`src/rtl/uart_tx_fifo_pkg.sv`:
```
// Shared definitions for the UART transmit FIFO: sender state encoding and default depth.
package uart_pkg;

    typedef enum logic [1:0] {
        IDLE = 2'd0,
        SEND = 2'd1,
        WAIT = 2'd2
    } tx_state_e;

    localparam int DEFAULT_DEPTH = 16;

endpackage

```
`src/rtl/uart_tx_fifo_sync_fifo.sv`:
```
// Circular byte buffer with registered occupancy; full/empty derive from the count register only.
// The occupancy output exists only when UART_TX_FIFO_LEVEL_EN is defined.
module sync_fifo
    import uart_pkg::*;
#(
    parameter int DEPTH = DEFAULT_DEPTH,
    parameter int AW    = $clog2(DEPTH)
) (
    input  logic        clk,
    input  logic        rst,
    input  logic        push,
    input  logic [7:0]  push_data,
    input  logic        pop,
    output logic [7:0]  head_data,
    output logic        full,
    output logic        empty
`ifdef UART_TX_FIFO_LEVEL_EN
    ,
    output logic [AW:0] count
`endif
);

    localparam logic [AW-1:0] PTR_ONE  = AW'(1);
    localparam logic [AW:0]   CNT_ONE  = (AW+1)'(1);
    localparam logic [AW:0]   CNT_FULL = (AW+1)'(DEPTH);

    logic [7:0]    mem_q [DEPTH];
    logic [AW-1:0] wr_ptr_q, wr_ptr_d;
    logic [AW-1:0] rd_ptr_q, rd_ptr_d;
    logic [AW:0]   count_q, count_d;
    logic          push_ok;
    logic          pop_ok;

    assign full      = (count_q == CNT_FULL);
    assign empty     = (count_q == '0);
    assign head_data = mem_q[rd_ptr_q];

`ifdef UART_TX_FIFO_LEVEL_EN
    assign count = count_q;
`endif

    // A push against a full buffer is rejected even if a pop happens in the same cycle.
    always_comb begin
        push_ok  = push && !full;
        pop_ok   = pop && !empty;
        wr_ptr_d = wr_ptr_q;
        rd_ptr_d = rd_ptr_q;
        count_d  = count_q;
        if (push_ok) begin
            wr_ptr_d = wr_ptr_q + PTR_ONE;
        end
        if (pop_ok) begin
            rd_ptr_d = rd_ptr_q + PTR_ONE;
        end
        case ({push_ok, pop_ok})
            2'b10:   count_d = count_q + CNT_ONE;
            2'b01:   count_d = count_q - CNT_ONE;
            default: count_d = count_q;
        endcase
    end

    always_ff @(posedge clk) begin
        if (rst) begin
            wr_ptr_q <= '0;
            rd_ptr_q <= '0;
            count_q  <= '0;
        end else begin
            wr_ptr_q <= wr_ptr_d;
            rd_ptr_q <= rd_ptr_d;
            count_q  <= count_d;
        end
    end

    always_ff @(posedge clk) begin
        if (push_ok) begin
            mem_q[wr_ptr_q] <= push_data;
        end
    end

endmodule

```
`src/rtl/uart_tx_fifo.sv`:
```
// Byte FIFO feeding a UART serializer: one tx_de pulse per byte, next byte only after tx_done.
// Define UART_TX_FIFO_LEVEL_EN to expose the occupancy count on port level.
module uart_tx_fifo
    import uart_pkg::*;
#(
    parameter int DEPTH = DEFAULT_DEPTH,
    parameter int AW    = $clog2(DEPTH)
) (
    input  logic        clk,
    input  logic        rst,
    input  logic        wr_en,
    input  logic [7:0]  wr_data,
    output logic        full,
    output logic        empty,
    output logic        overflow,
    output logic        tx_de,
    output logic [7:0]  tx_data,
    input  logic        tx_done,
    output logic        busy
`ifdef UART_TX_FIFO_LEVEL_EN
    ,
    output logic [AW:0] level
`endif
);

    tx_state_e  state_q, state_d;
    logic [7:0] tx_data_q, tx_data_d;
    logic       overflow_q, overflow_d;
    logic [7:0] head_data;
    logic       pop;

    sync_fifo #(
        .DEPTH (DEPTH),
        .AW    (AW)
    ) u_fifo (
        .clk       (clk),
        .rst       (rst),
        .push      (wr_en),
        .push_data (wr_data),
        .pop       (pop),
        .head_data (head_data),
        .full      (full),
        .empty     (empty)
`ifdef UART_TX_FIFO_LEVEL_EN
        ,
        .count     (level)
`endif
    );

    always_ff @(posedge clk) begin
        if (rst) begin
            state_q    <= IDLE;
            tx_data_q  <= 8'h00;
            overflow_q <= 1'b0;
        end else begin
            state_q    <= state_d;
            tx_data_q  <= tx_data_d;
            overflow_q <= overflow_d;
        end
    end

    // tx_done only matters in WAIT; the head byte is latched as we leave IDLE.
    always_comb begin
        state_d   = state_q;
        tx_data_d = tx_data_q;
        case (state_q)
            IDLE: begin
                if (!empty) begin
                    state_d   = SEND;
                    tx_data_d = head_data;
                end
            end
            SEND:    state_d = WAIT;
            WAIT: begin
                if (tx_done) begin
                    state_d = IDLE;
                end
            end
            default: state_d = IDLE;
        endcase
    end

    always_comb begin
        overflow_d = overflow_q | (wr_en & full);
    end

    always_comb begin
        tx_de    = (state_q == SEND);
        pop      = (state_q == SEND);
        busy     = (state_q != IDLE);
        tx_data  = tx_data_q;
        overflow = overflow_q;
    end

endmodule

```
`config.mk`:
```
export PLATFORM = sky130hd
export DESIGN_NAME = uart_tx_fifo
export DESIGN_NICKNAME = d
export VERILOG_FILES = /design/src/rtl/uart_tx_fifo_pkg.sv /design/src/rtl/uart_tx_fifo_sync_fifo.sv /design/src/rtl/uart_tx_fifo.sv
export SDC_FILE = /design/constraint.sdc
export NUM_CORES = 1
export LEC_CHECK = 0
export ABC_AREA = 0
export BUFFER_PORTS_ARGS = -buffer_cell sky130_fd_sc_hd__buf_4
export CAP_MARGIN = 20
export CORE_ASPECT_RATIO = 0.7
export CORE_MARGIN = 4
export CORE_UTILIZATION = 55
export DETAILED_ROUTE_END_ITERATION = 8
export PLACE_DENSITY = 0.72
export SLEW_MARGIN = 20
export SYNTH_ARGS = -nofsm -noshare
export SYNTH_HDL_FRONTEND = slang
export SYNTH_SLANG_ARGS = --single-unit
```
`constraint.sdc`:
```
create_clock -name clk -period 2.9 [get_ports clk]
set_input_delay 0.29 -clock clk [delete_from_list [all_inputs] [get_ports clk]]
set_output_delay 0.29 -clock clk [all_outputs]
set_load 0.02 [all_outputs]
```
==> results of run 1 <==
## metrics by stage
| step | cell area, um^2 | util, % | std cells |
|---|---|---|---|
| detailed placement | 6655 | 60.22 | 528 |
| floorplan | 6225 | - | 349 |
| global placement | 6655 | 60.22 | 528 |
| CTS | 7193 | 65.09 | 560 |
| finish | 7211 | 65.25 | 561 |
| global route | 7211 | 65.25 | 561 |
## sequential cells by signal (all words and copies together), names as in the netlist
register         count
u_fifo.count_q       5
state_q              2
overflow             1
u_fifo.wr_ptr_q      4
u_fifo.mem_q       128
tx_data              8
u_fifo.rd_ptr_q      4
## power by group
group	switching [mW]	internal (mW)	leakage, nW	total (mW)
Sequential	0.103	2.51	1.35	2.61
Combinational	0.570	0.449	0.873	1.02
Clock	0.851	1.17	0.250	2.02
Total	1.52	4.12	2.48	5.65
## worst max-delay path, cell delays in order, from the launching register on
cell	delay, ps
dfxtp_1	390
or4_4	570
o21a_2	270
inv_1	80
ha_1	220
ha_1	200
or4b_2	600
a21oi_1	170
a31oi_1	50
nand3_1	90
## Yosys cell counts (3+ instances only)
| cell type | n |
|---|---|
| dfxtp_1 | 24 |
| clkbuf_1 | 10 |
| nand2_1 | 7 |
| buf_6 | 3 |
| a21oi_1 | 6 |
| mux2_2 | 8 |
| buf_2 | 4 |
| ha_1 | 9 |
| nor2_1 | 38 |
| mux2i_1 | 11 |
| mux4_2 | 18 |
| xor2_1 | 8 |
| inv_1 | 8 |
| edfxtp_1 | 128 |
| o211ai_1 | 3 |
| nand2b_1 | 4 |
| mux4_1 | 14 |
| a221o_1 | 8 |
| nor3_1 | 7 |
| and3_1 | 3 |
## logic make-up after synthesis
logic type | Yosys count | share of synthesized area [%]
fa+ha+maj | 9 | 1.809
simple gates | 68 | 5.046
compound gates | 31 | 4.262
xor+xnor | 9 | 1.266
mux | 51 | 15.64
flops | 152 | 69.47
buf+inv | 29 | 2.513
## layout make-up
class | count | share of cell area, %
Sequential cell | 152 | 59.97
Multi-Input combinational cell | 168 | 24.33
Clock buffer | 19 | 6.004
Timing Repair Buffer | 48 | 5.171
Tap cell | 153 | 2.655
Clock inverter | 13 | 1.458
Inverter | 8 | 0.4164
## routing by layer
layer | track usage (%) | up-vias | part of all wire, %
met3 | 5.457 | 11 | 6.7
met2 | 29.36 | 119 | 47
met1 | 30.64 | 1658 | 45
met4 | 5.732 | 0 | 1.1
met5 | 0 | - | 0
li1 | - | 1479 | -
## worst min-delay path by stage
stage                         end  slack [ps]
2_1_floorplan  u_fifo.mem_q[0][0]         390
3_3_place_gp             overflow         460
3_5_place_dp             overflow         470
4_1_cts                  overflow         130
5_1_grt                  overflow         160
6_report                 overflow         150
## what timing repair did
action / CTS / global route
hold endpoints to repair: 0 / 0
setup buffers: 0 / 1
gates resized for setup: 0 / 3
setup endpoints to repair: 0 / 3
==> out/results.ini, run 1 <==
[setup_path]
crit_end = u_fifo.count_q[4]
path_max_fanout = 9
rrSetupSlack_ps = 210
reg2reg_depth = 9
rr_startpoint = u_fifo.count_q[2]
path_class = reg -> reg
crit_required_ps = 3260
arrival_ps = 3050
endpoint_kind = flip-flop
r2r-end = u_fifo.count_q[4]
start_kind = flip-flop
setup.worst_path.start = u_fifo.count_q[2]

[sta]
drv_slew = 0
tns_ps = 0
post-route-min-period_ps = 2693
post-route-period-util_pct = 92.87
setup_viol = 0
hold_viol = 0
skew_ps = 9.535
hold_slack_ps = 148.5
setup_ws_ps = 206.7
relSlewSlack_pct = 67.33
rsz0062_at_grt = no
fmaxAchievable_ghz = 0.3713
worst_slew_pin_slew_ps = 490.0

[pwr]
p_leak_nw = 2.475
power_density_mw_per_mm2 = 783.2
ir_drop_v = 0.0005390
total_power_mw = 5.647

[synthesis]
synthTopCellsByArea = edfxtp_1 62%, dfxtp_1 7.7%, mux4_2 6.5%, mux4_1 5.9%, nor2_1 2.3%
yosysWarnings = 0
synth_top_area_share_pct = 61.75
synth-seq-cells = 152
netlist_instances = 349
yosysUniqueCellTypes = 43
syn_area_mm2 = 0.006225
yosys.area.top_type = edfxtp_1
syn_nets = 370
syn_area_per_cell_um2 = 17.84
synthArstFlopShare_pct = 0
synth_edf_count = 128
seq_area_frac_synth_pct = 69.47
synth_ff_type = edfxtp_1

[detailed_routing]
vias_per_cell = 5.824
wl_um = 12270
wl_per_cell_um = 21.88
drtIter0Drc = 350
dr.pass1.iters = 5
routed-via-count = 3267
drc = 0
postRouteAntennaNets = 0

[final_layout]
layout_commonest_cell = edfxtp_1
final_cell_mix = 128 x edfxtp_1, 47 x buf_4, 38 x nor2_1, 24 x dfxtp_1, 18 x mux4_2
area_growth_pct = 15.84
num-fill-cells = 766
drive_gt1_share_pct = 26.96
seqCellArea_mm2 = 0.004324
multi_input_area_mm2 = 0.001754
antenna_cells = 0
fin_nets = 416

[global_routing]
antenna_found_initial = 0
grt_first_pass_wirelength_um = 19580
grt_overflow = 0
grt_max_degree = 35
grt_use_total_pct = 20.28
grt_pass1_vias = 3306

[cts]
cts-buffers-inserted = 17
htree_levels = 4
clock_latency_ps = 420
cts-hold-fix-buffers = 0
cts_root_buffer = clkbuf_16
cts_sinks = 152
cts_buffer_depth = 2
path_clk_slew_ps = 60
cts_tree = yes

[flow_run]
maxCapViolCount = 0

[placement]
hpwl_um = 7563
pre_cts_slack_ps = 155.5
gp_congestion = 0.7909
port_buffers = 24

[worst_hold_path]
hold_path_class = in -> reg
hp-start = wr_en
hold_depth = 3

[floorplanning]
io_pins = 25
die_w_um = 135.2
fp.dieH_um = 97.01
coreArea_mm2 = 0.01105
rows = 32
initial_core_util_pct = 56.33
die_area_mm2 = 0.01311

[status]
status = finished, final reports clean

No activity file was read; power rests on OpenSTA's default activity.
==> run 2, diff against run 1 <==
--- a/config.mk
+++ b/config.mk
@@ -12,7 +12,7 @@
 export CORE_MARGIN = 4
 export CORE_UTILIZATION = 55
 export DETAILED_ROUTE_END_ITERATION = 8
-export PLACE_DENSITY = 0.72
+export PLACE_DENSITY = 0.69
 export SLEW_MARGIN = 20
 export SYNTH_ARGS = -nofsm -noshare
 export SYNTH_HDL_FRONTEND = slang
==> constraint.sdc (replaced) <==
create_clock -name clk -period 2.5 [get_ports clk]
set_input_delay 0.25 -clock clk [delete_from_list [all_inputs] [get_ports clk]]
set_output_delay 0.25 -clock clk [all_outputs]
set_load 0.02 [all_outputs]
==> out/results.ini, run 2 (same netlist as run 1, synthesis figures left out) <==
[floorplanning]
rows = 32  ; unchanged
die_area_mm2 = 0.01311  ; unchanged
coreArea_mm2 = 0.01105  ; unchanged
initial_core_util_pct = 56.33  ; unchanged
fp.dieH_um = 97.01  ; unchanged
die_w_um = 135.2  ; unchanged
io_pins = 25  ; unchanged

[pwr]
p_leak_nw = 2.494  ; +0.75%
ir_drop_v = 0.0005103  ; -5.3%
power_density_mw_per_mm2 = 941.4  ; +20%

[cts]
clock_latency_ps = 410  ; about the same
cts_tree = yes
cts-buffers-inserted = 17  ; unchanged
cts_buffer_depth = 2  ; unchanged
path_clk_slew_ps = 60  ; about the same
cts_sinks = 152  ; unchanged
cts-hold-fix-buffers = 0  ; unchanged
cts_root_buffer = clkbuf_16
htree_levels = 4  ; unchanged

[final_layout]
finalNonFillerCells = 556  ; -0.89%
largest_reg_flops = 128  ; unchanged
layout_commonest_cell = edfxtp_1
final_util_pct = 66.24  ; +0.98 points
fin_nets = 413  ; -0.72%
area_growth_pct = 17.59
antenna_cells = 0  ; unchanged
final_cell_mix = 128 x edfxtp_1, 42 x buf_4, 38 x nor2_1, 24 x dfxtp_1, 18 x mux4_2
drive_gt1_share_pct = 29.03  ; +2.1 points
top_register = u_fifo.mem_q

[placement]
port_buffers = 24  ; unchanged
dp.cells = 521  ; -1.3%
hpwl_um = 7674  ; +1.5%
pre_cts_slack_ps = -2.351  ; -157.9 ps
gp_congestion = 0.7659  ; -3.2%

[setup_path]
arrival_ps = 2710  ; -340 ps
crit_required_ps = 2800  ; -460 ps
endpoint_kind = flip-flop
path_class = reg -> reg
start_kind = flip-flop
path_max_fanout = 4  ; -5

[sta]
skew_ps = 9.187  ; -0.3479 ps
relSlewSlack_pct = 33.60  ; -34 points
tns_ps = 0  ; unchanged
setup_ws_ps = 86.16  ; -120.6 ps
setup_viol = 0  ; unchanged
fmaxAchievable_ghz = 0.4143  ; +12%
worst_slew_pin_slew_ps = 992.4  ; +502.3 ps
post-route-min-period_ps = 2414  ; -279.4 ps
post-route-period-util_pct = 96.55  ; +3.7 points
rsz0062_at_grt = yes
drv_slew = 0  ; unchanged
hold_viol = 0  ; unchanged
hold_slack_ps = 142.1  ; -6.403 ps

[detailed_routing]
drc = 0  ; unchanged
wl_per_cell_um = 21.72  ; -0.71%
postRouteAntennaNets = 0  ; unchanged
routed-via-count = 3265  ; -0.061%
vias_per_cell = 5.872  ; +0.84%
drtIter0Drc = 249  ; -29%
wl_um = 12080  ; -1.6%
dr.pass1.iters = 4  ; -1

[global_routing]
grt_max_degree = 35  ; unchanged
grt_use_total_pct = 20.00  ; -0.29 points
grt_overflow = 0  ; unchanged
grt_first_pass_wirelength_um = 19330  ; -1.2%
antenna_found_initial = 0  ; unchanged
grt_pass1_vias = 3337  ; +0.94%

[status]
status = finished, final reports clean

[worst_hold_path]
hold_path_class = in -> reg

[flow_run]
maxCapViolCount = 0  ; unchanged

## run 2: changes by cell type in the layout (fill, tap and decap cells not counted), sizes merged
| cell | change |
|---|---|
| inv | +2 |
| clkinvlp | -3 |
| clkbuf | -1 |
| clkinv | -2 |
| bufinv | +2 |
| buf | -3 |
## run 2: per-layer routing
layer  part of all wire, %  GRT usage [%]
met1                    47          30.22
met2                    46          28.48
met3                   6.4          5.613
met4                   1.0          6.197
met5                     0              0
## run 2: repair_timing
item / CTS / global route
hold endpoints to repair: 0 / 0
cloned: 0 / 0
setup buffers: 2 / 3
setup endpoints to repair: 2 / 3
resized for setup: 0 / 2
pin swaps: 2 / 3
## run 2: where the power goes
| part | total [mW] | internal [mW] | switching, mW | leakage [nW] |
|---|---|---|---|---|
| registers | 3.00 | 2.91 | 0.0982 | 1.35 |
| clock network | 2.53 | 1.56 | 0.970 | 0.283 |
| logic | 1.36 | 0.612 | 0.745 | 0.859 |
## run 2: worst paths after layout
path / cells after the start / startpoint / slack, ps / to
setup / recovery: 10 / u_fifo.count_q[0] / 90 / u_fifo.count_q[4]
hold / removal: 1 / wr_data[0] / 140 / u_fifo.mem_q[2][0]
setup reg to reg: 10 / u_fifo.count_q[0] / 90 / u_fifo.count_q[4]
hold reg to reg: 1 / tx_data[5] / 500 / tx_data[5]
## run 2: critical path: stages (launching register included)
cell and delay (ps):
dfxtp_1 310, or4_4 570, o21ai_4 180, inv_2 80, ha_4 180, xor2_1 160
ha_2 190, a211o_1 260, a21oi_2 170, a211o_1 130, nand3_1 70
## run 2: layout make-up
cell class,count,area [um^2]
clock buffer,18,429.2
multi-input combinational,168,1815
fill,783,3731
inverter,8,32.53
clock inverter,12,151.4
tap,153,191.4
timing repair buffer,45,375.4
sequential,152,4324
## run 2: metrics by stage
step           area, um^2  total power, mW
2_1_floorplan        6319            3.964
3_3_place_gp         6691            4.326
3_5_place_dp         6691            4.357
4_1_cts              7287            6.875
5_1_grt              7320            7.174
6_report             7320            6.891
==> run 3, diff against run 2 <==
--- a/config.mk
+++ b/config.mk
@@ -13,6 +13,7 @@
 export CORE_UTILIZATION = 55
 export DETAILED_ROUTE_END_ITERATION = 8
 export PLACE_DENSITY = 0.69
+export RECOVER_POWER = 100
 export SLEW_MARGIN = 20
 export SYNTH_ARGS = -nofsm -noshare
 export SYNTH_HDL_FRONTEND = slang
==> out/results.ini, run 3 (same netlist as run 1, synthesis figures left out) <==
[detailed_routing]
wl_um = 12110  ; +0.26%
routed-via-count = 3233  ; -0.98%
drtIter0Drc = 223  ; -10%
drc = 0  ; unchanged
dr.pass1.iters = 5  ; +1
postRouteAntennaNets = 0  ; unchanged
wl_per_cell_um = 21.78  ; +0.26%
vias_per_cell = 5.815  ; -0.98%

[placement]
port_buffers = 24  ; unchanged
hpwl_um = 7674  ; unchanged
pre_cts_slack_ps = -2.351  ; unchanged
gp_congestion = 0.7659  ; unchanged
dp.cells = 521  ; unchanged

[setup_path]
path_cells = or4_4 -> o21ai_4 -> inv_2 -> ha_4 -> xor2_1 -> ha_2 -> a211o_1 -> a21oi_2 -> a211o_1 -> nand3_1
crit_family = compound AO/OA/AOI/OAI gates
path_depth = 10  ; unchanged
reg2reg_depth = 10  ; unchanged
start_kind = flip-flop
worst-path-buf-inv = 1  ; unchanged
crit_top_cell = a211o_1
endpoint_kind = flip-flop
path_max_fanout = 4  ; unchanged
slowest_delay_ps = 570  ; about the same
path_class = reg -> reg
critical_path.slowest_cell = or4_4
arrival_ps = 2720  ; about the same
crit_required_ps = 2800  ; about the same

[global_routing]
grt_use_total_pct = 20.00  ; unchanged
antenna_found_initial = 0  ; unchanged
grt_first_pass_wirelength_um = 19330  ; unchanged
grt_pass1_vias = 3337  ; unchanged
grt_overflow = 0  ; unchanged
grt_max_degree = 35  ; unchanged

[floorplanning]
fp.dieH_um = 97.01  ; unchanged
coreArea_mm2 = 0.01105  ; unchanged
io_pins = 25  ; unchanged
die_area_mm2 = 0.01311  ; unchanged
initial_core_util_pct = 56.33  ; unchanged
die_w_um = 135.2  ; unchanged
rows = 32  ; unchanged

[sta]
skew_ps = 7.654  ; -1.533 ps
hold_viol = 0  ; unchanged
post-route-period-util_pct = 96.79  ; +0.24 points
post-route-min-period_ps = 2420  ; +6.000 ps
setup_ws_ps = 80.16  ; -6.001 ps
relSlewSlack_pct = 33.47  ; -0.12 points
fmaxAchievable_ghz = 0.4133  ; -0.25%
drv_slew = 0  ; unchanged
rsz0062_at_grt = yes
worst_slew_pin_slew_ps = 994.2  ; +1.846 ps
hold_slack_ps = 144.3  ; +2.222 ps
tns_ps = 0  ; unchanged
setup_viol = 0  ; unchanged

[cts]
cts_sinks = 152  ; unchanged
clock_latency_ps = 410  ; about the same
cts_buffer_depth = 2  ; unchanged
htree_levels = 4  ; unchanged
cts-buffers-inserted = 17  ; unchanged
cts_root_buffer = clkbuf_16
path_clk_slew_ps = 60  ; about the same
cts_tree = yes

[status]
status = finished, final reports clean

[flow_run]
maxCapViolCount = 0  ; unchanged

[pwr]
power_density_mw_per_mm2 = 940.9  ; about the same
ir_drop_v = 0.0005065  ; -0.74%
total_power_mw = 6.824  ; -0.97%
p_leak_nw = 2.423  ; -2.8%

[final_layout]
drive_gt1_share_pct = 24.57  ; -4.5 points
num-fill-cells = 797  ; +1.8%
area_growth_pct = 16.50
largest_reg_flops = 128  ; unchanged
finalNonFillerCells = 556  ; unchanged
layout_commonest_cell = edfxtp_1
antenna_cells = 0  ; unchanged
top_register = u_fifo.mem_q
fin_nets = 413  ; unchanged
final_cell_mix = 128 x edfxtp_1, 38 x nor2_1, 24 x buf_4, 24 x dfxtp_1, 19 x clkbuf_1

[worst_hold_path]
hold_depth = 3  ; +2
hold_path_class = in -> reg

-- run 3: changes by cell type in the layout (fill, tap and decap cells not counted) --
cell,before,now
clkbuf_1,1,19
buf_4,42,24
-- run 3: worst paths after layout --
path / from / to / slack (ps)
max reg2reg: u_fifo.count_q[0] / u_fifo.count_q[4] / 80
max: u_fifo.count_q[0] / u_fifo.count_q[4] / 80
min reg2reg: tx_data[5] / tx_data[5] / 490
min: wr_en / overflow / 140
-- run 3: worst register-to-register path: stages (launching register included) --
cell and delay, ps:
dfxtp_1 310, or4_4 570, o21ai_4 190, inv_2 80, ha_4 180, xor2_1 160, ha_2 190, a211o_1 260
a21oi_2 170, a211o_1 130, nand3_1 70
-- run 3: cell type report --
cell class	instances	area [um^2]	share of cell area (%)
Multi-Input combinational cell	168	1815	25.03
Sequential cell	152	4324	59.63
Timing Repair Buffer	45	307.8	4.244
Clock buffer	18	429.2	5.918
Clock inverter	12	151.4	2.088
Tap cell	153	191.4	2.640
Inverter	8	32.53	0.4486
-- run 3: power breakdown --
group,internal [mW],switching (mW)
logic,0.546,0.748
registers,2.91,0.0954
clock network,1.56,0.967
-- run 3: per-layer routing --
layer  vias up  track usage [%]  part of all wire, %
met4         0            6.197                  1.5
met2        97            28.48                   45
met3        19            5.613                  5.1
met5         -                0                    0
li1       1476                -                    -
met1      1641            30.22                   48
-- run 3: through the flow --
stage,utilization [%],area [um^2]
2_1_floorplan,-,6319
3_3_place_gp,60.55,6691
3_5_place_dp,60.55,6691
4_1_cts,65.94,7287
5_1_grt,65.63,7252
6_report,65.63,7252
-- run 3: repair_timing --
action,CTS,global route
hold buffers,0,0
pin swaps,2,3
resized for setup,0,2
endpoints found under the setup margin,2,3
setup buffers,2,3
